File: src/rtl/led_chase_game_pkg.sv
// Shared types and constants for the LED chase game.
// Holds the game state enum, the MODE encodings and a counter-width helper
// used to size the step, interval and hold counters.
package chase_pkg;

  typedef enum logic [1:0] {
    RUN  = 2'd0,
    WIN  = 2'd1,
    MISS = 2'd2,
    DONE = 2'd3
  } state_t;

  localparam logic MODE_WRAP   = 1'b0;
  localparam logic MODE_BOUNCE = 1'b1;

  // Bits needed to hold any value 0..max_val.
  function automatic int cnt_w(input int max_val);
    return (max_val < 1) ? 1 : $clog2(max_val + 1);
  endfunction

endpackage

File: src/rtl/led_chase_game_if.sv
// Board-pin bundle for the LED chase game.
// Ports: SWITCHES (raw switch levels), MODE (0 wrap / 1 bounce) into the game;
// LEDS (LED drive), SCORE (current score), LOCKED (game finished) out of it.
interface led_chase_game_if #(
  parameter int N  = 4,
  parameter int SW = 2
);
  logic [N-1:0]  SWITCHES;
  logic          MODE;
  logic [N-1:0]  LEDS;
  logic [SW-1:0] SCORE;
  logic          LOCKED;

  // Board / stimulus side drives switches and mode, observes the display.
  modport master (output SWITCHES, MODE, input LEDS, SCORE, LOCKED);
  // Game side.
  modport slave  (input SWITCHES, MODE, output LEDS, SCORE, LOCKED);
endinterface

File: src/rtl/led_chase_game_edge_sync.sv
// Two-flop synchroniser with rising-edge detect for N raw switch inputs.
// Latency: a rise before posedge k shows on edges after posedge k, for one cycle.
// Ports: HzClock, RST (sync, active-high), d (raw levels), edges (one-cycle rise pulses).
module edge_sync #(
  parameter int N = 4
) (
  input  logic         HzClock,
  input  logic         RST,
  input  logic [N-1:0] d,
  output logic [N-1:0] edges
);

  logic [N-1:0] r_q1;
  logic [N-1:0] r_q2;

  always_ff @(posedge HzClock) begin
    if (RST) begin
      r_q1 <= '0;
      r_q2 <= '0;
    end else begin
      r_q1 <= d;
      r_q2 <= r_q1;
    end
  end

  assign edges = r_q1 & ~r_q2;

endmodule

File: src/rtl/led_chase_game.sv
// One-hot LED chase game: hit the lit LED's switch to score, wrong switch is a miss.
// Ports: HzClock, RST (sync, active-high), bus (slave side: SWITCHES, MODE in;
// LEDS, SCORE, LOCKED out). Switch response appears two posedges after the rise.
module led_chase_game
  import chase_pkg::*;
#(
  parameter int N          = 4,
  parameter int STEP_INIT  = 8,
  parameter int STEP_MIN   = 2,
  parameter int STEP_DEC   = 1,
  parameter int WIN_HOLD   = 4,
  parameter int MISS_HOLD  = 2,
  parameter int WIN_TARGET = 3,
  parameter int PENALTY    = 1
) (
  input logic         HzClock,
  input logic         RST,
  led_chase_game_if.slave bus
);

  localparam int IW = cnt_w(STEP_INIT);
  localparam int HW = cnt_w((WIN_HOLD > MISS_HOLD) ? WIN_HOLD : MISS_HOLD);
  localparam int SW = cnt_w(WIN_TARGET);

  state_t        r_state;
  logic [N-1:0]  r_pos;
  logic          r_dir_up;
  logic [IW-1:0] r_step_cnt;
  logic [IW-1:0] r_interval;
  logic [HW-1:0] r_hold_cnt;
  logic [SW-1:0] r_score;

  logic [N-1:0]  w_edge;
  logic          w_step_due;
  logic          w_go_up;
  logic [N-1:0]  w_bounce_pos;
  logic          w_bounce_up;

  edge_sync #(.N(N)) u_sync (
    .HzClock (HzClock),
    .RST     (RST),
    .d       (bus.SWITCHES),
    .edges   (w_edge)
  );

  assign w_step_due = (r_step_cnt == r_interval - IW'(1));

  // Bounce move. An end LED always turns the light back inward, even if the
  // stored direction is stale (e.g. just switched over from wrap mode).
  // The new direction flips on the step that lands on an end.
  always_comb begin
    w_go_up = r_dir_up;
    if (r_pos[N-1])
      w_go_up = 1'b0;
    else if (r_pos[0])
      w_go_up = 1'b1;
    w_bounce_pos = w_go_up ? (r_pos << 1) : (r_pos >> 1);
    w_bounce_up  = w_go_up;
    if (w_bounce_pos[N-1])
      w_bounce_up = 1'b0;
    else if (w_bounce_pos[0])
      w_bounce_up = 1'b1;
  end

  always_ff @(posedge HzClock) begin
    if (RST) begin
      r_state    <= RUN;
      r_pos      <= N'(1);
      r_dir_up   <= 1'b1;
      r_step_cnt <= '0;
      r_interval <= IW'(STEP_INIT);
      r_hold_cnt <= '0;
      r_score    <= '0;
    end else begin
      case (r_state)
        RUN: begin
          if (w_edge != '0) begin
            // Any switch activity suppresses this cycle's step.
            r_hold_cnt <= '0;
            if (w_edge == r_pos) begin
              r_state <= WIN;
              if (r_score != SW'(WIN_TARGET))
                r_score <= r_score + SW'(1);
              if (int'(r_interval) >= STEP_MIN + STEP_DEC)
                r_interval <= r_interval - IW'(STEP_DEC);
              else
                r_interval <= IW'(STEP_MIN);
            end else begin
              r_state <= MISS;
              if (PENALTY != 0 && r_score != '0)
                r_score <= r_score - SW'(1);
            end
          end else if (w_step_due) begin
            r_step_cnt <= '0;
            if (bus.MODE == MODE_BOUNCE) begin
              r_pos    <= w_bounce_pos;
              r_dir_up <= w_bounce_up;
            end else begin
              r_pos    <= {r_pos[N-2:0], r_pos[N-1]};
              r_dir_up <= 1'b1;
            end
          end else begin
            r_step_cnt <= r_step_cnt + IW'(1);
          end
        end
        WIN: begin
          if (r_hold_cnt == HW'(WIN_HOLD - 1)) begin
            if (r_score == SW'(WIN_TARGET)) begin
              r_state <= DONE;
            end else begin
              r_state    <= RUN;
              r_pos      <= N'(1);
              r_dir_up   <= 1'b1;
              r_step_cnt <= '0;
            end
          end else begin
            r_hold_cnt <= r_hold_cnt + HW'(1);
          end
        end
        MISS: begin
          if (r_hold_cnt == HW'(MISS_HOLD - 1)) begin
            r_state    <= RUN;
            r_step_cnt <= '0;
          end else begin
            r_hold_cnt <= r_hold_cnt + HW'(1);
          end
        end
        default: begin
          r_state <= DONE;
        end
      endcase
    end
  end

  always_comb begin
    bus.LEDS = '1;
    case (r_state)
      RUN:     bus.LEDS = r_pos;
      MISS:    bus.LEDS = '0;
      default: bus.LEDS = '1;
    endcase
  end

  assign bus.SCORE  = r_score;
  assign bus.LOCKED = (r_state == DONE);

endmodule

File: src/flat_wrapper.sv
// flat-port wrapper written by rule: the top's interface ports become plain ports
module led_chase_game_flat import chase_pkg::*;
#(
  parameter int N          = 4,
  parameter int STEP_INIT  = 8,
  parameter int STEP_MIN   = 2,
  parameter int STEP_DEC   = 1,
  parameter int WIN_HOLD   = 4,
  parameter int MISS_HOLD  = 2,
  parameter int WIN_TARGET = 3,
  parameter int PENALTY    = 1
)
  (HzClock, RST, bus_SWITCHES, bus_MODE, bus_LEDS, bus_SCORE, bus_LOCKED);
  led_chase_game_if #(.N(N), .SW((2))) bus_i ();
  input logic HzClock;
  input logic RST;
  input wire logic [$bits(bus_i.SWITCHES)-1:0] bus_SWITCHES;
  input wire logic [$bits(bus_i.MODE)-1:0] bus_MODE;
  output wire logic [$bits(bus_i.LEDS)-1:0] bus_LEDS;
  output wire logic [$bits(bus_i.SCORE)-1:0] bus_SCORE;
  output wire logic [$bits(bus_i.LOCKED)-1:0] bus_LOCKED;
  assign bus_i.SWITCHES = bus_SWITCHES;
  assign bus_i.MODE = bus_MODE;
  assign bus_LEDS = bus_i.LEDS;
  assign bus_SCORE = bus_i.SCORE;
  assign bus_LOCKED = bus_i.LOCKED;
  led_chase_game #(.N(N), .STEP_INIT(STEP_INIT), .STEP_MIN(STEP_MIN), .STEP_DEC(STEP_DEC), .WIN_HOLD(WIN_HOLD), .MISS_HOLD(MISS_HOLD), .WIN_TARGET(WIN_TARGET), .PENALTY(PENALTY)) u_core (.HzClock(HzClock), .RST(RST), .bus(bus_i));
endmodule
File: config.mk
export PLATFORM = sky130hd
export DESIGN_NAME = led_chase_game_flat
export DESIGN_NICKNAME = d
export VERILOG_FILES = /design/src/rtl/led_chase_game_pkg.sv /design/src/rtl/led_chase_game_if.sv /design/src/rtl/led_chase_game_edge_sync.sv /design/src/rtl/led_chase_game.sv /design/src/flat_wrapper.sv
export SDC_FILE = /design/constraint.sdc
export NUM_CORES = 1
export LEC_CHECK = 0
export ABC_CLOCK_PERIOD_IN_PS = 1900
export CAP_MARGIN = 20
export CORE_UTILIZATION = 37
export CTS_CLUSTER_DIAMETER = 50
export DETAILED_ROUTE_END_ITERATION = 10
export SYNTH_ARGS = -nofsm -noshare
export SYNTH_HDL_FRONTEND = slang
export SYNTH_SLANG_ARGS = --single-unit
File: constraint.sdc
create_clock -name HzClock -period 1.9 [get_ports HzClock]
set_clock_uncertainty 0.05 [all_clocks]
set_input_delay 0.19 -clock HzClock [delete_from_list [all_inputs] [get_ports HzClock]]
set_output_delay 0.19 -clock HzClock [all_outputs]
set_load 0.02 [all_outputs]
==> impl_metrics.tcl, run 1 <==
set metrics [dict create \
    status "complete, no violations" \
    r2r_end "u_core.r_step_cnt[1]" \
    cts.clk_slew.worst_paths_ns 0.10 \
    cp.arrival_ns 2.03 \
    hold_depth 2 \
    wire_per_inst_microns 15.2 \
    worst_setup_path_end_kind "flip-flop" \
    ys_ff_latch 28 \
    insertion_delay_ns 0.28 \
    hold_path.class "in2reg" \
    finalWirelength_microns 4150 \
    required_ns 2.07 \
    clock_path_buffers 2 \
    fp.coreArea_sq_mm 0.00414 \
    dp_hpwl_microns 2960 \
    synth_top_area_share_pct 33.9 \
    numClockSinks 28 \
    p_leak_nw 0.847 \
    fp.dieArea_sq_mm 0.00474 \
    power_density_mw_per_mm2 1120 \
    synth_top_area_cell "dfxtp_1" \
    cts_tree "done" \
    max_freq_ghz 0.538 \
    syn-mean-instance-area_sq_um 8.98 \
    hold_start "bus_SWITCHES[3]" \
    remaining_drc_errors 0 \
    hold_viol 0 \
    timing.rr.start "u_core.r_hold_cnt[0]" \
    cts.hold.buffers_added 0 \
    min_delay_worst_endpoint "u_core.u_sync.r_q1[3]" \
    gr-total-overflow 0 \
    ios 14 \
    drv_cap 0 \
    start_kind "flip-flop" \
    drtIter0Drc 53 \
    yosysUniqueCellTypes 54 \
    min_period_ns 1.86 \
    grt_pass1_wl_microns 6640 \
    place_ws_ns -0.0559 \
    area_delta_synth_final_pct 31.8 \
    maxSlewHeadroom_pct 76.4 \
    reg2reg_slack_ns 0.04 \
    setup_ws_ns 0.0398 \
    synth-main-ff-cell "dfxtp_1" \
    cts-buffers-inserted 3 \
    worstMarginPinSlew_ns 0.353 \
    vias_per_cell 5.58 \
    ant_nets 0 \
    start_util_pct 39.9 \
    synth_edf_count 0 \
    drive_above_1_share_pct 29.6 \
    rows 23 \
    dp_cells 262 \
    antenna_found_initial 0 \
    final_nets 241 \
    syn_inst 184 \
    htree_levels 1 \
    criticalPathCategory "reg2reg" \
    finalSetupViolCount 0 \
    io_buffers 13 \
    final_cells 273 \
    yosysMostFrequentCell "dfxtp_1" \
    synthTopCellsByArea "dfxtp_1, ha_1, a21oi_1" \
    gp_congestion 0.853 \
    grt_usage_pct 19.2 \
    ys_warn_count 0 \
    async_reset_ff_share_pct 0 \
    grt_pass1_vias 1481 \
    fin_util_pct 52.6 \
    whs_ns 0.411 \
    rsz0062_at_grt "yes" \
    cts-root-buf "clkbuf_8" \
    fin_crit_sh_pct 97.9 \
    fin_total_pwr_w 0.00245 \
    drtPass1Iterations 4 \
    die_h_microns 68.8 \
    yosysSeqAreaShare_pct 33.9 \
    num_vias 1522 \
    rr_worst_depth 7 \
    syn_area_sq_mm 0.00165 \
    irDropWorstVdd_mv 0.670 \
    grt_start_max_net_pins 20 \
    synth_common_cells "dfxtp_1, a21oi_1, inv_1" \
    drv_slew 0 \
    diodes 0 \
    die_w_microns 68.8 \
    synthesis.nets 201 \
    path_max_fanout 4 \
]
## worst max-delay path: stages, from the launching register on
cell and delay (ns):
dfxtp_4 0.38, ha_4 0.15, ha_4 0.13, inv_1 0.05, o21a_1 0.20, nand3b_4 0.17
or4b_4 0.55, a21oi_2 0.12
## power by group
group | switching [W] | internal [W] | total, W
clock | 0.000196 | 0.000186 | 0.000382
combinational | 0.000678 | 0.000626 | 0.00130
sequential | 0.0000867 | 0.000674 | 0.000761
total | 0.000961 | 0.00149 | 0.00245
## cell families after synthesis
kind of cell | share of synthesized area [%]
AO/OA/AOI/OAI | 22.6
XOR/XNOR | 6.13
adder cells (fa/ha/maj) | 7.57
buffers and inverters | 4.77
flip-flops | 33.9
multiplexers | 0.606
AND/OR/NAND/NOR | 24.5
## worst max path at each step
stage / startpoint / end / depth (start not counted)
after floorplan: u_core.r_interval[0] / u_core.r_pos[0] / 7
after global placement: u_core.r_interval[0] / u_core.r_pos[1] / 6
after detailed placement: u_core.r_hold_cnt[0] / u_core.r_pos[0] / 7
after CTS: u_core.r_interval[1] / u_core.r_pos[0] / 7
after global routing: u_core.r_hold_cnt[0] / u_core.r_step_cnt[1] / 7
final: u_core.r_hold_cnt[0] / u_core.r_step_cnt[1] / 7
## timing repair
action,4_1_cts,5_1_grt
gates resized for setup,10,22
setup endpoints to repair,12,15
buffers inserted,2,5
pin swaps,6,8
## metrics by stage
stage,instance area [sq um],TNS (ns)
after global placement,2000,0
final,2180,0
after floorplan,1670,0
after CTS,2070,-0.0184
after global routing,2180,-0.147
after detailed placement,2000,-0.0855
## cell usage in the layout, fill, tap and decap left out, drive strengths merged, types with 6 or more instances in the layout
cell	synthesis	layout
buf	0	28
dfxtp	28	28
a21oi	21	21
inv	14	14
nor2b	13	13
ha	10	10
clkdlybuf4s50	0	9
nand2	8	8
nor2	8	8
xnor2	6	6
o21ai	6	6
## metal layers
layer,global-route usage (%),wire length (microns),vias up
li1,-,-,748
met1,21.2,1750,732
met2,35.7,2110,36
met3,5.43,226,6
met4,5.10,65,0
met5,0,0,-
## cell type report
| type | instances | area, sq um |
|---|---|---|
| repair buffers | 41 | 333 |
| flip-flops and latches | 28 | 572 |
| clock buffers | 4 | 55.1 |
| fillers | 394 | 1970 |
| multi-input cells | 135 | 1100 |
| inverters | 15 | 56.3 |
| well taps | 50 | 62.6 |
## sequential cells by signal (all words and copies together), names as in the netlist
signal              flops
u_core.bus.SCORE        2
u_core.r_pos            4
u_core.u_sync.r_q1      4
u_core.r_hold_cnt       3
u_core.r_state          2
u_core.u_sync.r_q2      4
u_core.r_step_cnt       4
u_core.r_dir_up         1
u_core.r_interval       4
Power figures use the tool's default switching activity.
==> inputs of run 2 (changes only) <==
--- a/config.mk
+++ b/config.mk
@@ -12,4 +12,5 @@
 export DETAILED_ROUTE_END_ITERATION = 10
 export SYNTH_ARGS = -nofsm -noshare
 export SYNTH_HDL_FRONTEND = slang
+export SYNTH_HIERARCHICAL = 1
 export SYNTH_SLANG_ARGS = --single-unit
==> run 2 against run 1 <==
Compared with the run above:
- the run now ends with setup timing left
- hold slack improved by 0.013 ns
- worst setup slack got worse by 0.046 ns
- wire length is 5.8% lower
- clock power increased by 26%
- critical path depth is the same
- total power rose by 28%
- final area shrank 3.3%
- critical endpoint is now u_core/r_pos[2]
==> impl_metrics.tcl, run 2 <==
set metrics [dict create \
    syn-mean-instance-area_sq_um 9.17 \
    grt_pass1_vias 1338 \
    status "finished with violations" \
    rows 23 \
    cts.hold.buffers_added 0 \
    ys_ff_latch 28 \
    max_stage_delay_ns 0.50 \
    multi_input_area_sq_mm 0.00106 \
    dp_cells 255 \
    min_delay_worst_endpoint "u_core/u_sync/r_q1[3]" \
    synth_edf_count 0 \
    layout_common_cells "dfxtp_1, buf_4, nor2_1, a21oi_1, inv_1" \
    reg2reg_slack_ns -0.007 \
    ys_warn_count 6 \
    clock_path_buffers 2 \
    violations "setup timing" \
    fp.coreArea_sq_mm 0.00412 \
    required_ns 2.05 \
    cts-buffers-inserted 3 \
    ios 14 \
    power_density_mw_per_mm2 1480 \
    final.fill_count 388 \
    vias_per_cell 5.39 \
    rsz0062_at_grt "yes" \
    die_w_microns 68.4 \
    crit_family "simple AND/OR/NAND/NOR gates" \
    fp.dieArea_sq_mm 0.00468 \
    wire_per_inst_microns 14.9 \
    synth_top_area_cell "dfxtp_1" \
    cts-root-buf "clkbuf_8" \
    regArea_sq_um 566 \
    drtPass1Iterations 4 \
    diodes 0 \
    p_leak_nw 0.829 \
    finalSetupViolCount 1 \
    io_buffers 13 \
    r2r_end "u_core/r_pos[2]" \
    die_h_microns 68.4 \
    syn_inst 178 \
    drive_above_1_share_pct 27.2 \
    min_period_ns 1.91 \
    area_delta_synth_final_pct 29.0 \
    criticalPathCategory "reg2reg" \
    final_common_cell "dfxtp_1" \
    final_nets 231 \
    async_reset_ff_share_pct 0 \
    setup_ws_ns -0.00653 \
    gp_congestion 0.905 \
    final_cells 263 \
    hold_start "bus_SWITCHES[3]" \
    dp_hpwl_microns 2800 \
    numClockSinks 28 \
    synth_top_area_share_pct 34.3 \
    cp_cell_sequence "inv_2 > ha_4 > xor3_1 > nor3_4 > a31oi_4 > or4b_1 > o31ai_1" \
    start_kind "flip-flop" \
    remaining_drc_errors 0 \
    num_vias 1417 \
    irDropWorstVdd_mv 0.635 \
    cts_tree "done" \
    synth_common_cells "dfxtp_1, a21oi_1, nor2_1" \
    grt_usage_pct 18.0 \
    worstMarginPinSlew_ns 0.446 \
    fin_util_pct 51.2 \
    synth-main-ff-cell "dfxtp_1" \
    synthesis.nets 195 \
    finalWirelength_microns 3910 \
    grt_start_max_net_pins 17 \
    max_freq_ghz 0.525 \
    worst_setup_path_end_kind "flip-flop" \
    path_max_fanout 3 \
    drv_cap 0 \
    htree_levels 1 \
    insertion_delay_ns 0.28 \
    maxSlewHeadroom_pct 69.5 \
    timing.rr.start "u_core/r_interval[0]" \
    slowest_stage "or4b_1" \
    gr-total-overflow 0 \
    hold_viol 0 \
    grt_pass1_wl_microns 6200 \
    fin_crit_sh_pct 100 \
    drv_slew 0 \
    antenna_found_initial 0 \
    hold_depth 2 \
    cp.arrival_ns 2.05 \
    yosysMostFrequentCell "dfxtp_1" \
    syn_area_sq_mm 0.00163 \
    yosysSeqAreaShare_pct 34.3 \
    yosysUniqueCellTypes 44 \
    cts.clk_slew.worst_paths_ns 0.10 \
    synthTopCellsByArea "dfxtp_1, ha_1, nor2b_1" \
    path_buf_inv 1 \
    start_util_pct 39.7 \
    ant_nets 0 \
    drtIter0Drc 60 \
    hold_path.class "in2reg" \
    rr_worst_depth 7 \
]
## run 2: logic make-up (layout without fill, tap and decap cells)
group           Yosys count  after routing  share of synthesized area, %
compound gates           44             44                          18.4
buf+inv                  18             53                          5.90
xor+xnor                  9              9                          5.75
mux                       6              6                          3.83
simple gates             63             63                          24.1
fa+ha+maj                10             10                          7.66
flops                    28             28                          34.3
## run 2: cell type report
class	instances	area share (%)
tap	50	2.97
clock inverter	1	1.43
multi-input combinational	132	50.4
sequential	28	26.9
timing repair buffer	36	14.1
clock buffer	3	1.96
inverter	13	2.32
## run 2: routing by layer
| layer | GRT usage (%) | part of all wire [%] | wire [microns] | vias up |
|---|---|---|---|---|
| met2 | 33.3 | 50 | 1940 | 33 |
| met4 | 6.25 | 0.59 | 23 | 0 |
| met3 | 2.00 | 3.8 | 148 | 2 |
| li1 | - | - | - | 700 |
| met1 | 20.9 | 46 | 1800 | 682 |
| met5 | 0 | 0 | 0 | - |
## run 2: worst register-to-register path: stages, from the launching register on
cell,delay [ns]
dfxtp_2,0.34
inv_2,0.08
ha_4,0.14
xor3_1,0.25
nor3_4,0.26
a31oi_4,0.12
or4b_1,0.50
o31ai_1,0.08
## run 2: power by group
part           internal (W)  total (W)  switching [W]
clock network      0.000282   0.000481       0.000199
registers          0.000694   0.000808       0.000114
logic              0.000855    0.00183       0.000979
## run 2: how the worst max path moves through the flow
stage | from | to | cells past startpoint | slack, ns
final | u_core/r_interval[0] | u_core/r_pos[2] | 7 | -0.007
after global routing | u_core/r_interval[0] | u_core/r_pos[2] | 7 | -0.09
after CTS | u_core/r_state[1] | bus_LEDS[0] | 5 | 0.004
after detailed placement | u_core/u_sync/r_q1[2] | u_core/r_interval[3] | 6 | -0.06
after global placement | u_core/r_interval[0] | u_core/r_pos[1] | 7 | -0.02
after floorplan | u_core/r_interval[0] | u_core/r_pos[1] | 7 | 0.005
## run 2: what timing repair did
| action | CTS | global route |
|---|---|---|
| pin swaps | 4 | 4 |
| gates cloned | 0 | 0 |
| hold endpoints to repair | 0 | 0 |
| setup buffers | 2 | 2 |
| setup endpoints to repair | 12 | 21 |
| gates resized for setup | 15 | 14 |
## run 2: through the flow
step	power (W)	hold WS (ns)	setup TNS [ns]	worst slack, ns	area [sq um]
6_report	0.00312	0.424	-0.00653	-0.00653	2110
5_1_grt	0.00333	0.417	-0.394	-0.0949	2110
4_1_cts	0.00305	0.418	0	0.00409	2070
3_5_place_dp	0.00254	0.399	-0.322	-0.0575	1960
3_3_place_gp	0.00248	0.390	-0.0436	-0.0170	1960
2_1_floorplan	0.00192	0.212	0	0.00457	1670
==> variant 1: new RTL, config.mk and constraints of run 1 <==
`WIN_TARGET` is set to 3 in 2 places; all go to 2.
--- a/src/rtl/led_chase_game.sv
+++ b/src/rtl/led_chase_game.sv
@@ -11,5 +11,5 @@
   parameter int WIN_HOLD   = 4,
   parameter int MISS_HOLD  = 2,
-  parameter int WIN_TARGET = 3,
+  parameter int WIN_TARGET = 2,
   parameter int PENALTY    = 1
 ) (
--- a/src/flat_wrapper.sv
+++ b/src/flat_wrapper.sv
@@ -8,5 +8,5 @@
   parameter int WIN_HOLD   = 4,
   parameter int MISS_HOLD  = 2,
-  parameter int WIN_TARGET = 3,
+  parameter int WIN_TARGET = 2,
   parameter int PENALTY    = 1
 )
Formal check against the unedited RTL: same outputs for any inputs over 10 cycles, from zero or initial values and one cycle with RST high; that may be too few to reach the edited logic, so the function may still have changed.
==> variant 1 against run 1 <==
- via count down 1.6%
- synthesized area down 1.3%
- critical endpoint is now u_core.r_pos[2]$_SDFFE_PP0P_
- design area down 3.5%
- sequential cell count unchanged
- total power up 0.73%
- setup slack better by 0.025 ns
- sequential share of layout area up 0.71 points
- first-iteration DRC count down 17%
- routed wire length down 1.6%
==> variant 1: results (changes against run 1) <==
run_status:
  status: "completed"
global_route:
  grt_max_degree: 17  # -15%
  grt_usage_pct: 19.3  # +0.097 points
  grt_antenna_before_repair: 0  # unchanged
  grt_pass1_vias: 1451  # -2.0%
  grt_pass1_wl_um: 6670  # +0.53%
detailed_routing:
  viasPerCell: 5.63  # +0.95%
  drtIter0Drc: 44  # -17%
  dr.pass1.iters: 4  # unchanged
  avgRoutedWirePerCell_um: 15.4  # +1.0%
  wl_um: 4090  # -1.6%
hold_path:
  worstHoldPathType: "in -> reg"
synth:
  async_flop_share_pct: 0  # unchanged
  seq_area_frac_synth_pct: 34.4  # +0.44 points
  netlist_instances: 187  # +1.6%
  synth_commonest_cells: "dfxtp_1, a21oi_1, inv_1"
  synth_fp_nets: 204  # +1.5%
  ys.warnings.count: 0  # unchanged
  synth.distinct_cells: 47  # -13%
  synth_area_leaders: "dfxtp_1, ha_1, a21oi_1"
pwr:
  peakVddDrop_uv: 454  # -32%
  p_leak_nw: 0.836  # -1.3%
timing:
  fin_setup_tns_ns: 0  # unchanged
  relSlewSlack_pct: 69.6  # -6.8 points
cells_and_area:
  fin_nets: 234  # -2.9%
  drive_gt1_share_pct: 23.6  # -6.0 points
  antennaDiodeCount: 0  # unchanged
setup_path:
  path_max_fanout: 4  # unchanged
  arrival_ns: 1.97  # -0.06 ns
clocking:
  root_buffer: "clkbuf_8"
  htree_levels: 1  # unchanged
  numCtsBuffers: 3  # unchanged
  clk_latency_ns: 0.27
  clkTransAtPathRegs_ns: 0.10  # about the same
  clock_path_buffers: 2  # unchanged
placement:
  io_buffers: 13  # unchanged
  dp_cells: 261  # -0.38%
  postPlaceCellArea_sq_mm: 0.00195  # -2.1%
  dp_hpwl_um: 3070  # +3.5%
  routabilityCongestion: 0.875  # +2.5%
[variant 1: changes by cell type in the layout (fill, tap and decap cells not counted), moves of 3 or more]
| cell | change |
|---|---|
| a21oi_2 | -3 |
| and2b_1 | +3 |
| buf_4 | -10 |
| nand2_1 | +3 |
| nand3_1 | +8 |
| or3_1 | +3 |
[variant 1: layer usage]
metal / GRT usage [%] / wire, um / vias to the layer above / share of wire [%]
met5: 0 / 0 / - / 0
met4: 7.03 / 47 / 0 / 1.2
met3: 2.33 / 126 / 8 / 3.1
met2: 33.6 / 2030 / 40 / 50
met1: 24.1 / 1880 / 719 / 46
li1: - / - / 730 / -
[variant 1: per-stage QoR]
| stage | hold slack [ns] | setup slack (ns) |
|---|---|---|
| after global placement | 0.396 | 0.0544 |
| after global routing | 0.395 | 0.00841 |
| after detailed placement | 0.401 | -0.00947 |
| final | 0.407 | 0.0645 |
| after floorplan | 0.268 | 0.00755 |
| after CTS | 0.400 | 0.00173 |
[variant 1: cell families after synthesis]
group,Yosys count,share of synthesized area [%]
buffers and inverters,22,5.14
muxes,1,0.614
xor gates and xnor gates,10,6.29
AOI/OAI and AO/OA,45,18.8
adders and majority gates,10,7.67
and+or+nand+nor,71,27.1
DFF,28,34.4
[variant 1: critical path, cell delays in order, from the launching register on]
cell	delay, ns
dfxtp_2	0.38
inv_2	0.06
ha_4	0.25
xnor2_2	0.15
nor3_4	0.24
nand4_4	0.12
or4_1	0.43
o31ai_1	0.08
[variant 1: area by class of cell]
type	count	area (sq um)
inverter	15	56.3
fill	380	2010
multi-input combinational	137	1070
timing repair buffer	32	272
clock buffer	3	41.3
clock inverter	1	30.0
tap	50	62.6
sequential	28	567
[variant 1: power by group]
group          internal, mW  switching (mW)  total [mW]
Sequential            0.655          0.0573       0.712
Clock                 0.282           0.190       0.472
Combinational         0.571           0.709        1.28
[variant 1: worst paths after layout]
| kind | startpoint | to | slack [ns] | cells after the start |
|---|---|---|---|---|
| worst min register to register | u_core.u_sync.r_q1[1]$_SDFF_PP0_ | u_core.u_sync.r_q2[1]$_SDFF_PP0_ | 0.42 | 1 |
| worst min-delay path | bus_SWITCHES[1] | u_core.u_sync.r_q1[1]$_SDFF_PP0_ | 0.41 | 2 |
| worst max register to register | u_core.r_interval[0]$_SDFFE_PP0P_ | u_core.r_pos[2]$_SDFFE_PP0P_ | 0.06 | 7 |
| worst max-delay path | u_core.r_interval[0]$_SDFFE_PP0P_ | u_core.r_pos[2]$_SDFFE_PP0P_ | 0.06 | 7 |
[variant 1: timing repair]
action / in CTS / in global routing
resized for setup: 7 / 22
hold endpoints to repair: 0 / 0
endpoints found under the setup margin: 5 / 15
pin swaps: 2 / 1
buffers inserted: 1 / 0
==> variant 2: new RTL, flow settings as in run 1 <==
Without the edit above. Reset style: asynchronous (`RST`), changed in 2 clocked blocks.
--- a/src/rtl/led_chase_game_edge_sync.sv
+++ b/src/rtl/led_chase_game_edge_sync.sv
@@ -14,5 +14,5 @@
   logic [N-1:0] r_q2;
 
-  always_ff @(posedge HzClock) begin
+  always_ff @(posedge HzClock or posedge RST) begin
     if (RST) begin
       r_q1 <= '0;
--- a/src/rtl/led_chase_game.sv
+++ b/src/rtl/led_chase_game.sv
@@ -63,5 +63,5 @@
   end
 
-  always_ff @(posedge HzClock) begin
+  always_ff @(posedge HzClock or posedge RST) begin
     if (RST) begin
       r_state    <= RUN;
Function: differs if RST is asserted again (counterexample within 4 cycles, from zero or initial values and one cycle with RST high); with RST held inactive, the same outputs for 10 cycles.
==> variant 2 against run 1 <==
- routed wire length fell by 17%
- count of clock-buffer cells in the layout is 1 lower
- global-route usage is 3.2 points lower
- sequential power rose by 19%
- design area fell by 3.6%
- synthesized area down 0.61%
- setup slack worse by 0.033 ns
- total power rose by 30%
- sequential cell count unchanged
==> variant 2: results (changes against run 1) <==
placement:
  dp_hpwl_um: 2500  # -16%
  postPlaceCellArea_sq_mm: 0.00188  # -6.0%
  dp_cells: 222  # -15%
  routabilityCongestion: 0.806  # -5.5%
  pre_cts_ws_ns: -0.0411  # +0.0148 ns
cells_and_area:
  n_all_buffers: 25  # -39%
  clk_share_pct: 3.40  # +0.87 points
  seq_area_sq_um: 706  # +23%
  multi_input_area_share_pct: 47.3  # -3.2 points
  inv_count: 17  # +2
  layout.cells.non_filler: 232  # -15%
  fin_nets: 200  # -17%
  post-route-util_pct: 50.7  # -1.9 points
  area_share_nonclk_buffers_pct: 9.71  # -5.6 points
  drive_gt1_share_pct: 33.0  # +3.4 points
  num-multi-input-gates: 108  # -20%
synth:
  seq_area_frac_synth_pct: 42.9  # +9.0 points
  synth_area_leaders: "dfrtp_1, ha_1, dfstp_2"
  synth_commonest_cells: "dfrtp_1, inv_1, o21ai_0"
  netlist_instances: 154  # -16%
  async_flop_share_pct: 100  # +100 points
  synth.distinct_cells: 50  # -7.4%
  synth_fp_nets: 171  # -15%
global_route:
  grt_max_degree: 17  # -15%
  grt_usage_pct: 16.0  # -3.2 points
  gr-usage-met1_pct: 17.1  # -4.1 points
  grt_pass1_wl_um: 5550  # -16%
  met2_usage_pct: 29.9  # -5.8 points
  grt_pass1_vias: 1269  # -14%
  grt_use_met3_pct: 3.95  # -1.5 points
clocking:
  post_cts_buffers: 0  # -2
  cts_resized: 8  # -2
timing:
  finalCriticalPeriod_ns: 1.89  # +0.0329 ns
  hold_ws_ns: 0.168  # -0.243 ns
detailed_routing:
  wl_met2_um: 1860  # -12%
  dr_total_vias: 1224  # -20%
  dr_wl_met3_um: 95  # -58%
  wl_um: 3440  # -17%
pwr:
  p_leak_nw: 0.876  # +3.4%
  peakVddDrop_uv: 790  # +18%
  pwr-share-comb_pct: 56.7  # +3.4 points
  seq_power_share_pct: 28.5  # -2.6 points
  total_power_mw: 3.18  # +30%
setup_path:
  critPathSlowestCell: "dfrtp_1"
  arrival_ns: 2.06  # +0.03 ns
  reg2reg_slack_ns: 0.007  # -0.03 ns
  slowest_delay_ns: 0.42  # -0.13 ns
hold_path:
  worstHoldPathType: "in -> async"
run_status:
  status: "completed"
## variant 2: worst paths after layout
check	end	cells past startpoint
min in group HzClock	u_core.u_sync.r_q1[1]$_DFF_PP0_	1
worst max-delay path	u_core.r_pos[3]$_DFFE_PP0P_	6
worst min-delay path	u_core.r_interval[2]$_DFFE_PP0P_	3
max in group asynchronous	u_core.r_dir_up$_DFFE_PP1P_	3
worst max register to register	u_core.r_pos[3]$_DFFE_PP0P_	6
worst min register to register	u_core.u_sync.r_q2[3]$_DFF_PP0_	0
## variant 2: kinds of logic (layout without fill, tap and decap cells)
family / count (synthesis) / count (layout) / share of synthesized area [%]
buffers and inverters: 18 / 46 / 4.19
muxes: 3 / 3 / 1.90
xor gates and xnor gates: 9 / 9 / 5.71
AOI/OAI and AO/OA: 47 / 47 / 21.9
adders and majority gates: 10 / 10 / 7.62
and+or+nand+nor: 39 / 39 / 15.8
DFF: 28 / 28 / 42.9
